===== src/rtl/vga_scanout_if.sv =====
// Pixel stream between the renderer and the scanout stage: 12-bit {r,g,b} words
// with a start-of-frame marker, transferred on valid && ready.
interface vga_scanout_if;
    logic        pix_valid;
    logic        pix_ready;
    logic [11:0] pix_data;
    logic        pix_sof;

    modport master (output pix_valid, output pix_data, output pix_sof, input pix_ready);
    modport slave  (input pix_valid, input pix_data, input pix_sof, output pix_ready);
endinterface


===== src/rtl/vga_scanout.sv =====
// Final video stage: raster timing, elastic pixel FIFO and frame-alignment FSM
// producing the registered {hsync, vsync, rgb} vgaData bus.
module vga_scanout #(
    parameter int unsigned H_ACTIVE   = 640,
    parameter int unsigned H_FP       = 16,
    parameter int unsigned H_SYNC     = 96,
    parameter int unsigned H_BP       = 48,
    parameter int unsigned V_ACTIVE   = 480,
    parameter int unsigned V_FP       = 10,
    parameter int unsigned V_SYNC     = 2,
    parameter int unsigned V_BP       = 33,
    parameter int unsigned FIFO_DEPTH = 16,
    parameter bit          SYNC_POL   = 1'b0
) (
    input  logic                clk,
    input  logic                reset,
    vga_scanout_if.slave        pix,
    output logic [13:0]         vgaData,
    output logic [9:0]          hcount,
    output logic [9:0]          vcount,
    output logic                frame_start,
    output logic [15:0]         underflow_cnt
);
    localparam int unsigned CW       = 10;
    localparam int unsigned H_TOTAL  = H_ACTIVE + H_FP + H_SYNC + H_BP;
    localparam int unsigned V_TOTAL  = V_ACTIVE + V_FP + V_SYNC + V_BP;
    localparam int unsigned HS_START = H_ACTIVE + H_FP;
    localparam int unsigned HS_END   = HS_START + H_SYNC;
    localparam int unsigned VS_START = V_ACTIVE + V_FP;
    localparam int unsigned VS_END   = VS_START + V_SYNC;
    localparam int unsigned AW       = $clog2(FIFO_DEPTH);
    localparam int unsigned PW       = AW + 1;
    localparam int unsigned EW       = 13;

    typedef enum logic {ALIGN, STREAM} state_t;

    state_t          state;
    logic [EW-1:0]   mem [FIFO_DEPTH];
    logic [PW-1:0]   wr_ptr;
    logic [PW-1:0]   rd_ptr;
    logic            fifo_empty;
    logic            fifo_full;
    logic            push;
    logic            head_sof;
    logic [11:0]     head_data;

    logic [CW-1:0]   nx;
    logic [CW-1:0]   ny;
    logic            slot_active;
    logic            slot_origin;
    logic            hs_lvl;
    logic            vs_lvl;

    // FIFO flags; ready ignores a same-cycle pop and is held low in reset
    assign fifo_empty    = (wr_ptr == rd_ptr);
    assign fifo_full     = (wr_ptr[AW] != rd_ptr[AW]) && (wr_ptr[AW-1:0] == rd_ptr[AW-1:0]);
    assign pix.pix_ready = !fifo_full && !reset;
    assign push          = pix.pix_valid && pix.pix_ready;
    assign head_sof      = mem[rd_ptr[AW-1:0]][12];
    assign head_data     = mem[rd_ptr[AW-1:0]][11:0];

    // Geometry of the slot that the coming edge puts on vgaData
    always_comb begin
        nx = hcount + CW'(1);
        ny = vcount;
        if (hcount == CW'(H_TOTAL - 1)) begin
            nx = '0;
            ny = (vcount == CW'(V_TOTAL - 1)) ? '0 : vcount + CW'(1);
        end
        slot_active = (nx < CW'(H_ACTIVE)) && (ny < CW'(V_ACTIVE));
        slot_origin = (nx == '0) && (ny == '0);
        hs_lvl = ((nx >= CW'(HS_START)) && (nx < CW'(HS_END))) ? SYNC_POL : !SYNC_POL;
        vs_lvl = ((ny >= CW'(VS_START)) && (ny < CW'(VS_END))) ? SYNC_POL : !SYNC_POL;
    end

    always_ff @(posedge clk) begin
        if (push) begin
            mem[wr_ptr[AW-1:0]] <= {pix.pix_sof, pix.pix_data};
        end
    end

    // Raster counters, alignment FSM, FIFO pointers and output registers
    always_ff @(posedge clk) begin
        if (reset) begin
            state         <= ALIGN;
            wr_ptr        <= '0;
            rd_ptr        <= '0;
            hcount        <= CW'(H_TOTAL - 1);
            vcount        <= CW'(V_TOTAL - 1);
            frame_start   <= 1'b0;
            underflow_cnt <= '0;
            vgaData       <= {!SYNC_POL, !SYNC_POL, 12'h000};
        end else begin
            hcount      <= nx;
            vcount      <= ny;
            frame_start <= slot_origin;
            vgaData     <= {hs_lvl, vs_lvl, 12'h000};
            if (push) begin
                wr_ptr <= wr_ptr + PW'(1);
            end
            case (state)
                ALIGN: begin
                    if (!fifo_empty) begin
                        if (!head_sof) begin
                            rd_ptr <= rd_ptr + PW'(1);
                        end else if (slot_origin) begin
                            rd_ptr  <= rd_ptr + PW'(1);
                            vgaData <= {hs_lvl, vs_lvl, head_data};
                            state   <= STREAM;
                        end
                    end
                end
                STREAM: begin
                    if (slot_active) begin
                        if (fifo_empty) begin
                            if (underflow_cnt != 16'hFFFF) begin
                                underflow_cnt <= underflow_cnt + 16'd1;
                            end
                        end else if (head_sof == slot_origin) begin
                            rd_ptr  <= rd_ptr + PW'(1);
                            vgaData <= {hs_lvl, vs_lvl, head_data};
                        end else begin
                            // sof arrived early or frame start has no sof: resync
                            state <= ALIGN;
                        end
                    end
                end
                default: state <= ALIGN;
            endcase
        end
    end
endmodule

===== src/flat_wrapper.sv =====
// flat-port wrapper written by rule: the top's interface ports become plain ports
module vga_scanout_flat 
#(
    parameter int unsigned H_ACTIVE   = 640,
    parameter int unsigned H_FP       = 16,
    parameter int unsigned H_SYNC     = 96,
    parameter int unsigned H_BP       = 48,
    parameter int unsigned V_ACTIVE   = 480,
    parameter int unsigned V_FP       = 10,
    parameter int unsigned V_SYNC     = 2,
    parameter int unsigned V_BP       = 33,
    parameter int unsigned FIFO_DEPTH = 16,
    parameter bit          SYNC_POL   = 1'b0
)
  (clk, reset, vgaData, hcount, vcount, frame_start, underflow_cnt, pix_pix_valid, pix_pix_data, pix_pix_sof, pix_pix_ready);
  vga_scanout_if pix_i ();
  input  logic clk;
  input  logic reset;
  output logic [13:0] vgaData;
  output logic [9:0] hcount;
  output logic [9:0] vcount;
  output logic frame_start;
  output logic [15:0] underflow_cnt;
  input wire logic [$bits(pix_i.pix_valid)-1:0] pix_pix_valid;
  input wire logic [$bits(pix_i.pix_data)-1:0] pix_pix_data;
  input wire logic [$bits(pix_i.pix_sof)-1:0] pix_pix_sof;
  output wire logic [$bits(pix_i.pix_ready)-1:0] pix_pix_ready;
  assign pix_i.pix_valid = pix_pix_valid;
  assign pix_i.pix_data = pix_pix_data;
  assign pix_i.pix_sof = pix_pix_sof;
  assign pix_pix_ready = pix_i.pix_ready;
  vga_scanout #(.H_ACTIVE(H_ACTIVE), .H_FP(H_FP), .H_SYNC(H_SYNC), .H_BP(H_BP), .V_ACTIVE(V_ACTIVE), .V_FP(V_FP), .V_SYNC(V_SYNC), .V_BP(V_BP), .FIFO_DEPTH(FIFO_DEPTH), .SYNC_POL(SYNC_POL)) u_core (.clk(clk), .reset(reset), .pix(pix_i), .vgaData(vgaData), .hcount(hcount), .vcount(vcount), .frame_start(frame_start), .underflow_cnt(underflow_cnt));
endmodule

===== config.mk =====
export PLATFORM = sky130hd
export DESIGN_NAME = vga_scanout_flat
export DESIGN_NICKNAME = d
export VERILOG_FILES = /design/src/rtl/vga_scanout_if.sv /design/src/rtl/vga_scanout.sv /design/src/flat_wrapper.sv
export SDC_FILE = /design/constraint.sdc
export NUM_CORES = 1
export LEC_CHECK = 0
export ABC_AREA = 0
export CORE_AREA = 2 2 197 199
export CTS_CLUSTER_DIAMETER = 30
export DETAILED_ROUTE_END_ITERATION = 10
export DIE_AREA = 0 0 199 201
export PLACE_DENSITY = 0.48
export SLEW_MARGIN = 20
export SYNTH_ARGS = -nofsm -noshare
export SYNTH_HDL_FRONTEND = slang
export SYNTH_SLANG_ARGS = --single-unit

===== constraint.sdc =====
create_clock -name clk -period 3.2 [get_ports clk]
set_clock_uncertainty 0.2 [all_clocks]
set_input_delay 0.32 -clock clk [delete_from_list [all_inputs] [get_ports clk]]
set_output_delay 0.32 -clock clk [all_outputs]
set_load 0.01 [all_outputs]

## Yosys cells after proc, flatten, opt, wreduce, memory -nomap -nowiden

Memory sizes are Yosys's and may differ from the RTL's. A register that Yosys moved wholly into a read port is not among the register bits.
Cells that the tools add are included.

| word-level totals | value |
|---|---|
| bits in registers | 62 |
| memory bits (writable) | 208 |
| bits of input ports | 16 |
| output and inout bits | 52 |
| logic and storage cells | 76 |
| memories kept | 1 |

Memories:

| name | words | width | rd ports | clocked after Yosys merged registers in | write ports | line | source |
|---|---|---|---|---|---|---|---|
| u_core.mem | 16 | 13 | 1 | 1 | 1 | vga_scanout.sv:38 | `logic [EW-1:0] mem [FIFO_DEPTH];` |

| cells by class | value |
|---|---|
| add/sub/neg operators | 5 |
| $lt $le $gt $ge | 6 |
| equal/unequal tests | 12 |
| multiplexer cells | 30 |
| bitwise gates (word level) | 1 |
| reduce and logical (&&, ||, !) cells | 13 |

Operator list:

| kind | number |
|---|---|
| $mux 12 | 6 |
| $mux 10 | 3 |
| $mux 5 | 6 |
| $pmux 14 s2 | 1 |
| $add 10x1->10 const B | 2 |
| $eq 10x10->1 const B | 2 |
| $logic_not 10->1 | 2 |
| $lt 10x10->1 const B | 2 |
| $lt 10x9->1 const B | 2 |
| $add 16x1->16 const B | 1 |
| $ne 16x16->1 const B | 1 |
| $add 5x1->5 const B | 2 |
| $ge 10x10->1 const B | 1 |
| $ge 10x9->1 const B | 1 |
| $mux 1 | 10 |
| $pmux 5 s2 | 1 |
| $mux 4 | 2 |
| $ne 2x2->1 const B | 4 |
| $logic_and 1x1->1 | 7 |
| $eq 5x5->1 | 1 |
| $reduce_and 5->1 | 1 |
| $eq 4x4->1 | 1 |
| $reduce_and 4->1 | 1 |
| $ne 3x3->1 const B | 1 |
| 5 further kinds | 6 |

## Logic depth before layout (Yosys ltp)

Gate-level depths: netlist of the first run.

| logic depth | value |
|---|---|
| word-level depth | 12 |
| gate-level depth with buffers | 15 |
| depth with buffers taken out | 14 |

## Worst setup path after synthesis of the first run

OpenSTA, ideal clock, no wires.

| timing path | value |
|---|---|
| kind | register -> register |
| start | reg u_core.hcount[0] |
| end | reg (tool-made name) |
| setup time | 0.123 ns |
| arrival time | 3.098 ns |
| data required time | 2.877 ns |
| path slack | -0.221 ns |
| stages on the path, launching flop included | 14 |
| path buffers | 0 |
| period minus slack after synthesis | 3.421 ns |
| path through | dfxtp_1 ha_1 nand4_4 nor4_2 xor2_1 nor4b_1 and2_1 and4_1 ha_1 inv_1 a41o_1 a31oi_4 nor3_2 mux2_1 |

RTL lines:

| what | line | source |
|---|---|---|
| start, declared | vga_scanout.sv:19 | `output logic [9:0] hcount,` |
| start signal, assigned | vga_scanout.sv:88 | `hcount <= CW'(H_TOTAL - 1);` |
| start signal, assigned | vga_scanout.sv:94 | `hcount <= nx;` |

## Worst setup path in the final report of the first run

| timing path | value |
|---|---|
| start | reg u_core.hcount[6] |
| end | reg u_core.rd_ptr[4] |

| on the way | value |
|---|---|
| word-level cells in the longest chain between the ends | 7 |
| elaborated cells on any way between the ends | 15 |
| those cells by class | add/sub: 1; order compare: 2; eq/ne: 5; mux: 2; reduce/logical: 5 |

Ends and longest elaborated chain:

| what | line | source |
|---|---|---|
| $add 10x1->10 / $eq 10x10->1 (equally long branches) | vga_scanout.sv:64, vga_scanout.sv:66 |  |
| $mux 10 | vga_scanout.sv:66 | `if (hcount == CW'(H_TOTAL - 1)) begin` |
| $logic_not 10->1 | vga_scanout.sv:71 | `slot_origin = (nx == '0) && (ny == '0);` |
| $logic_and 1x1->1 * | vga_scanout.sv:71 |  |
| via u_core.slot_origin | vga_scanout.sv:50 | `logic slot_origin;` |
| $eq 1x1->1 | vga_scanout.sv:119 | `end else if (head_sof == slot_origin) begin` |
| $ne 2x2->1 (no source line) | n/a |  |
| $reduce_and 5->1 (no source line) * | n/a |  |
| end signal, assigned | vga_scanout.sv:105 | `rd_ptr <= rd_ptr + PW'(1);` |
| end signal, assigned | vga_scanout.sv:107 | `rd_ptr <= rd_ptr + PW'(1);` |
| end signal, assigned | vga_scanout.sv:120 | `rd_ptr <= rd_ptr + PW'(1);` |
| end, declared | vga_scanout.sv:40 | `logic [PW-1:0] rd_ptr;` |

The timed path passes the listed nets; every way through them passes the cells marked *.
A chain may end at the register's enable or synchronous reset.

==> results.md, run 1 <==
* Hold EP: u_core.underflow_cnt[2]
* Final Wtd Congestion at 0.778
* Full die area at 0.0400 sq mm
* Slew headroom at 61.3%
* WP data arrival at 3590 ps
* CP startpoint kind: flop
* CP max stage cell: dfxtp_1
* Final worst slack at -174 ps
* Hold Fails Final Rpt at 0
* Worst r2r src: u_core.hcount[6]
* Reg2Reg Setup Slack at -170 ps
* Max VDD drop at 0.000359 V
* Synthesized area at 0.0112 sq mm
* Logic pwr share at 16.8%
* Vias in the first global route at 6915
* Initial DRT Pass Iterations at 4
* DP Wirelength at 16.4 mm
* Syn_nets at 704
* I/O pin cnt at 68
* Register area share after synthesis at 67.3%
* Hold_sp: reset
* Crit path max fanout at 8
* Layout area overhead at 39.5%
* Final Cycle Share at 105%
* Req. time, crit path at 3420 ps
* Clock latency on the worst-skew pair at 560 ps
* Max cap viols at 0
* Synth Flop Type: edfxtp_1
* Hold path depth at 3
* Nets at 906
* Internal Power at 9.74 mW
* Avg Cell Area, Syn at 16.6 sq um
* Worst-path cell chain: nand4bb_1 > buf_6 > nor4_2 > xor2_1 > nor4b_4 > buf_4 > and2_4 > and4_4 > ha_4 > inv_2 > a41o_1 > a31oi_4 > nor3_2 > mux2_1
* Clock power frac at 52.1%
* Peak Freq at 0.296 GHz
* Clk root buf: clkbuf_16
* Die W at 199 um
* Number of flops mapped to enable cells by yosys at 208
* Power per Cell Area at 825 mW/mm^2
* First-pass GRT wire length at 41.3 mm
* Pin count of the biggest net entering global routing at 55
* # clock sinks at 274
* WP buf/inv at 3
* Slew Viols, Final at 0
* Die height at 201 um
* Static Leak at 5.40 nW
* Bufs on Longest Clock Path at 3
* Remaining antenna violation count at 0
* Mapped Cells at 677
* Top-count cell post-synth: edfxtp_1
* Share of layout cells above drive strength 1 at 36.6%
* Switching share of power at 24.7%
* Measured slew at the worst slew-check pin at 578 ps
* Depth of the CTS H-tree at 3
* Starting density of the core at 29.5%
* Vias per inst at 4.58
* CTS tree: built
* Setup TNS at -2430 ps
* All-Layer GR Usage at 13.8%
* Setup CP Type: flop to flop
* Number of port buffers at 67
* DR vias at 6629
* Status: finished, violations left
* Synth area leader: edfxtp_1
* Failing checks: setup timing
* Yosys warnings at 0
* Setup crit end kind: flop
* Register share of total power at 31.2%
* Inserted Diodes at 0
* Starting DRT DRC Count at 375
* Initial antenna violation count at 0
* Slowest stage delay, CP at 330 ps
* Post-route minimum period at 3370 ps
* Cts bufs inserted at 68
* Count of cell types in the netlist at 63
* Routed WL per cell at 18.5 um
* Row count at 72
* Post-synth top cells: edfxtp_1, dfxtp_1, mux4_2
* RSZ-0062 raised after global routing: yes
* Overall Power at 12.9 mW
* Final setup violation count at 21
* Async S/R FF share, synth at 0%
* Synth top area cells: edfxtp_1, mux4_2, dfxtp_1
* Psw at 3.20 mW
* CP delay by family, top: simple AND/OR/NAND/NOR gates
* Detailed-route DRC error count at 0
* Area share of the largest cell type after synthesis at 55.5%
* Final WL at 26.8 mm
* Total core area at 0.0381 sq mm
* Worst-path clk slew at 40 ps
* Seq cells post-synth at 274
* Worst flop-to-flop path endpoint: u_core.rd_ptr[4]
* Hold WC Path Type: primary input to flop
* Cells on worst reg2reg path at 14
* Grt ovf at 0
## layout make-up
class	instances	area (sq um)
clock buffer	83	1830
tap	518	648
sequential	274	7580
multi-input combinational	357	3670
inverter	11	41.3
timing repair buffer	167	1450
clock inverter	38	455
fill	3473	22400
## state kept, by name, indices dropped and copies added (netlist names), named ones only
name,count
u_core.underflow_cnt,16
u_core.rd_ptr,5
u_core.frame_start,1
u_core.mem,208
u_core.vcount,10
u_core.state,1
u_core.hcount,10
u_core.wr_ptr,5
u_core.vgaData,14
## metal layers
metal | track usage (%) | part of all wire [%]
met4 | 5.49 | 2.2
met3 | 3.51 | 6.3
met2 | 21.9 | 48
met5 | 0 | 0
met1 | 18.2 | 43
## worst max path at each step
stage | endpoint | slack, ps | from | cells past startpoint
2_1_floorplan | flop | -1 | u_core.hcount[1] | 14
4_1_cts | u_core.rd_ptr[4] | -170 | u_core.hcount[1] | 14
3_5_place_dp | flop | -280 | u_core.hcount[1] | 14
3_3_place_gp | flop | -340 | u_core.hcount[1] | 14
5_1_grt | u_core.rd_ptr[4] | -340 | u_core.hcount[6] | 14
6_report | u_core.rd_ptr[4] | -170 | u_core.hcount[6] | 14
## kinds of logic after synthesis
family / share of synthesized area, %
adders and majority gates: 1.22
DFF: 67.3
buffers and inverters: 1.91
xor gates and xnor gates: 2.41
and+or+nand+nor: 10.2
AOI/OAI and AO/OA: 3.42
muxes: 13.5
## layout by cell type, fill, tap and decap left out, types with 5 or more instances in the layout
cell type / instances
nand3_1: 12
buf_4: 96
dfxtp_1: 58
clkinv_2: 13
dfxtp_2: 5
bufinv_16: 8
a21oi_1: 18
or3_1: 8
inv_1: 10
nand2_1: 21
nor2b_1: 6
xnor2_1: 18
clkbuf_1: 9
nand4_1: 10
nor3_2: 10
xor2_1: 12
edfxtp_1: 208
clkbuf_16: 69
ha_1: 8
nand2b_1: 8
clkbuf_8: 5
nor3_1: 8
o21ai_0: 10
mux4_2: 65
and3_1: 6
nor2b_2: 9
nor2_1: 44
clkdlybuf4s50_1: 66
and4_1: 5
## metrics by stage
stage                     hold WS (ps)  instance area (sq um)  utilization [%]  cells  setup slack [ps]
after global placement             321                  13200             34.7   1321              -337
after global routing               218                  15700             41.2   1448              -342
after floorplan                    219                  11300                -    677             -1.11
after CTS                          179                  15600             40.9   1446              -171
after detailed placement           330                  13200             34.7   1321              -282
final                              185                  15700             41.2   1448              -174
## power groups by stage
stage,clock (mW),sequential (mW),combinational [mW]
global route,7.09,4.05,2.36
detailed placement,0,4.09,2.05
finish,6.74,4.04,2.17
floorplan,0,4.12,1.15
global placement,0,4.10,2.05
CTS,6.88,4.03,2.11
## tightest hold or removal path, cell delays in order
cell,delay (ps)
buf_2,110
buf_4,310
nor2_1,150
## what timing repair did
action                     CTS  global route
hold endpoints to repair     0             0
setup endpoints to repair   21            29
hold buffers                 0             0
gates resized for setup     10            17
pin swaps                    2             1
setup buffers                4             2
Power figures use the tool's default switching activity.
==> run 2: changes to the inputs <==
--- a/config.mk
+++ b/config.mk
@@ -11,6 +11,7 @@
 export DETAILED_ROUTE_END_ITERATION = 10
 export DIE_AREA = 0 0 199 201
 export PLACE_DENSITY = 0.48
+export SETUP_SLACK_MARGIN = 0.5
 export SLEW_MARGIN = 20
 export SYNTH_ARGS = -nofsm -noshare
 export SYNTH_HDL_FRONTEND = slang
==> run 2 against run 1 <==
Net effect:
- the run still ends with setup timing left
- flip-flop and latch count unchanged
- setup slack improved by 26 ps
- routed wire length increased by 0.93%
- first-iteration DRC count fell by 11%
- combinational power grew 4%
- core utilization grew 0.65 points
- fmax is 0.77% higher
- power up 0.36%
- die area unchanged
- hold slack worse by 17 ps
- sequential share of layout area down 0.72 points
- final area up 1.6%
- critical endpoint unchanged
==> results.md, run 2 (synthesis gave the netlist of run 1 again) <==
* Final Cycle Share at 105%
* Row count at 72
* Post-layout util at 41.8%
* Static Leak at 5.47 nW
* Clock power frac at 51.5%
* DP Wirelength at 16.3 mm
* Req. time, crit path at 3430 ps
* Max cap viols at 0
* # clock sinks at 274
* Initial DRT Pass Iterations at 5
* Initial antenna violation count at 0
* Cts bufs inserted at 68
* Peak Freq at 0.299 GHz
* Number of port buffers at 67
* Most common cell after layout, fill and taps aside: edfxtp_1
* Clk root buf: clkbuf_16
* Depth of the CTS H-tree at 3
* Setup TNS at -1080 ps
* Logic pwr share at 17.4%
* Fillers at 3437
* Setup CP Type: flop to flop
* Post-route minimum period at 3350 ps
* CP dominant cell by count: ha_4
* Vias per inst at 4.59
* Total core area at 0.0381 sq mm
* CP delay by family, top: simple AND/OR/NAND/NOR gates
* Starting density of the core at 29.5%
* Measured slew at the worst slew-check pin at 759 ps
* Max FFs per register at 208
* I/O pin cnt at 68
* Register share of total power at 31.1%
* Internal Power at 9.69 mW
* Setup crit end kind: flop
* Reg area at 0.00759 sq mm
* Share of layout cells above drive strength 1 at 40.0%
* Slew Viols, Final at 0
* Switching share of power at 25.4%
* Worst-path cell chain: ha_4 > nand4_4 > buf_12 > nor4_2 > xnor2_1 > nor4b_2 > buf_4 > and2_4 > and4_4 > ha_4 > inv_2 > a41o_1 > a31oi_4 > nor3_2 > mux2_4
* Pin count of the biggest net entering global routing at 55
* WP data arrival at 3580 ps
* Max VDD drop at 0.000530 V
* Slowest stage delay, CP at 350 ps
* Layout area overhead at 41.7%
* Clock latency on the worst-skew pair at 560 ps
* Full die area at 0.0400 sq mm
* All-Layer GR Usage at 14.0%
* Failing checks: setup timing
* Power per Cell Area at 816 mW/mm^2
* Die W at 199 um
* Bufs on Longest Clock Path at 3
* Starting DRT DRC Count at 332
* Worst-path clk slew at 40 ps
* CP startpoint kind: flop
* CTS Hold Bufs at 0
* Overall Power at 13.0 mW
* First-pass GRT wire length at 41.8 mm
* Final Wtd Congestion at 0.787
* Footprint of the multi-input gates at 0.00378 sq mm
* Routed WL per cell at 18.4 um
* Psw at 3.30 mW
* CP max stage cell: dfxtp_4
* Hold Fails Final Rpt at 0
* Grt ovf at 0
* DR vias at 6724
* Remaining antenna violation count at 0
* CTS tree: built
* Detailed-route DRC error count at 0
* Final WL at 27.0 mm
* Vias in the first global route at 7000
* Nets at 917
* Crit path max fanout at 7
* Most frequent cells in the layout: edfxtp_1, buf_4, clkbuf_16
* Slew headroom at 49.4%
* RSZ-0062 raised after global routing: yes
* Hold WC Path Type: primary input to flop
* Status: finished, violations left
* WP buf/inv at 3
* Final setup violation count at 12
* Final worst slack at -149 ps
* Hold Worst Slack at 167 ps
* Worst slack, placed at -208 ps
* Die height at 201 um
## run 2: cell types whose count changed in the layout (fill, tap and decap cells not counted), moves of 4 or more
cell | previous run | this run
nor3_2 | 10 | 14
buf_4 | 96 | 100
nor2_1 | 44 | 33
nor3_1 | 8 | 3
nor2_2 | 1 | 12
## run 2: layout make-up
| class | count | share of cell area [%] |
|---|---|---|
| clock inverter | 37 | 2.62 |
| clock buffer | 88 | 11.8 |
| antenna | 1 | 0.0157 |
| inverter | 11 | 0.259 |
| tap | 518 | 4.07 |
| sequential | 274 | 47.6 |
| multi-input combinational | 358 | 23.7 |
| timing repair buffer | 177 | 9.87 |
## run 2: worst paths after layout
check / from / to / slack (ps) / cells after the start
min reg2reg: u_core.rd_ptr[0] / u_core.rd_ptr[0] / 320 / 2
max reg2reg: u_core.hcount[0] / u_core.rd_ptr[4] / -150 / 15
min: reset / u_core.wr_ptr[1] / 170 / 5
max: u_core.hcount[0] / u_core.rd_ptr[4] / -150 / 15
## run 2: metrics by stage
stage / std cells / cell area (sq um)
floorplan: 677 / 11400
global placement: 1327 / 13300
detailed placement: 1327 / 13300
CTS: 1462 / 15900
global route: 1463 / 15900
finish: 1464 / 15900
## run 2: metal layers
layer  GRT usage (%)  wire, um  vias up
met5               0         0        -
met4            5.14       480        0
met3            3.88      1360       38
met2            22.1     13100      143
met1            18.5     12100     3423
li1                -         -     3120
## run 2: worst reg2reg max path: stages, from the launching register on
cell,delay [ps]
dfxtp_4,350
ha_4,140
nand4_4,130
buf_12,170
nor4_2,270
xnor2_1,170
nor4b_2,250
buf_4,160
and2_4,130
and4_4,220
ha_4,130
inv_2,30
a41o_1,190
a31oi_4,290
nor3_2,80
mux2_4,300
## run 2: power groups by stage
stage          combinational, mW  sequential [mW]  clock [mW]
3_5_place_dp                2.07             4.10           0
4_1_cts                     2.27             4.04        6.82
6_report                    2.26             4.04        6.69
2_1_floorplan               1.15             4.12           0
3_3_place_gp                2.09             4.09           0
5_1_grt                     2.46             4.05        7.03
## run 2: timing repair
| item | 4_1_cts | 5_1_grt |
|---|---|---|
| pin swaps | 10 | 7 |
| cloned | 1 | 0 |
| resized for setup | 36 | 12 |
| setup buffers | 9 | 1 |
| endpoints found under the hold margin | 0 | 0 |
| endpoints found under the setup margin | 39 | 40 |
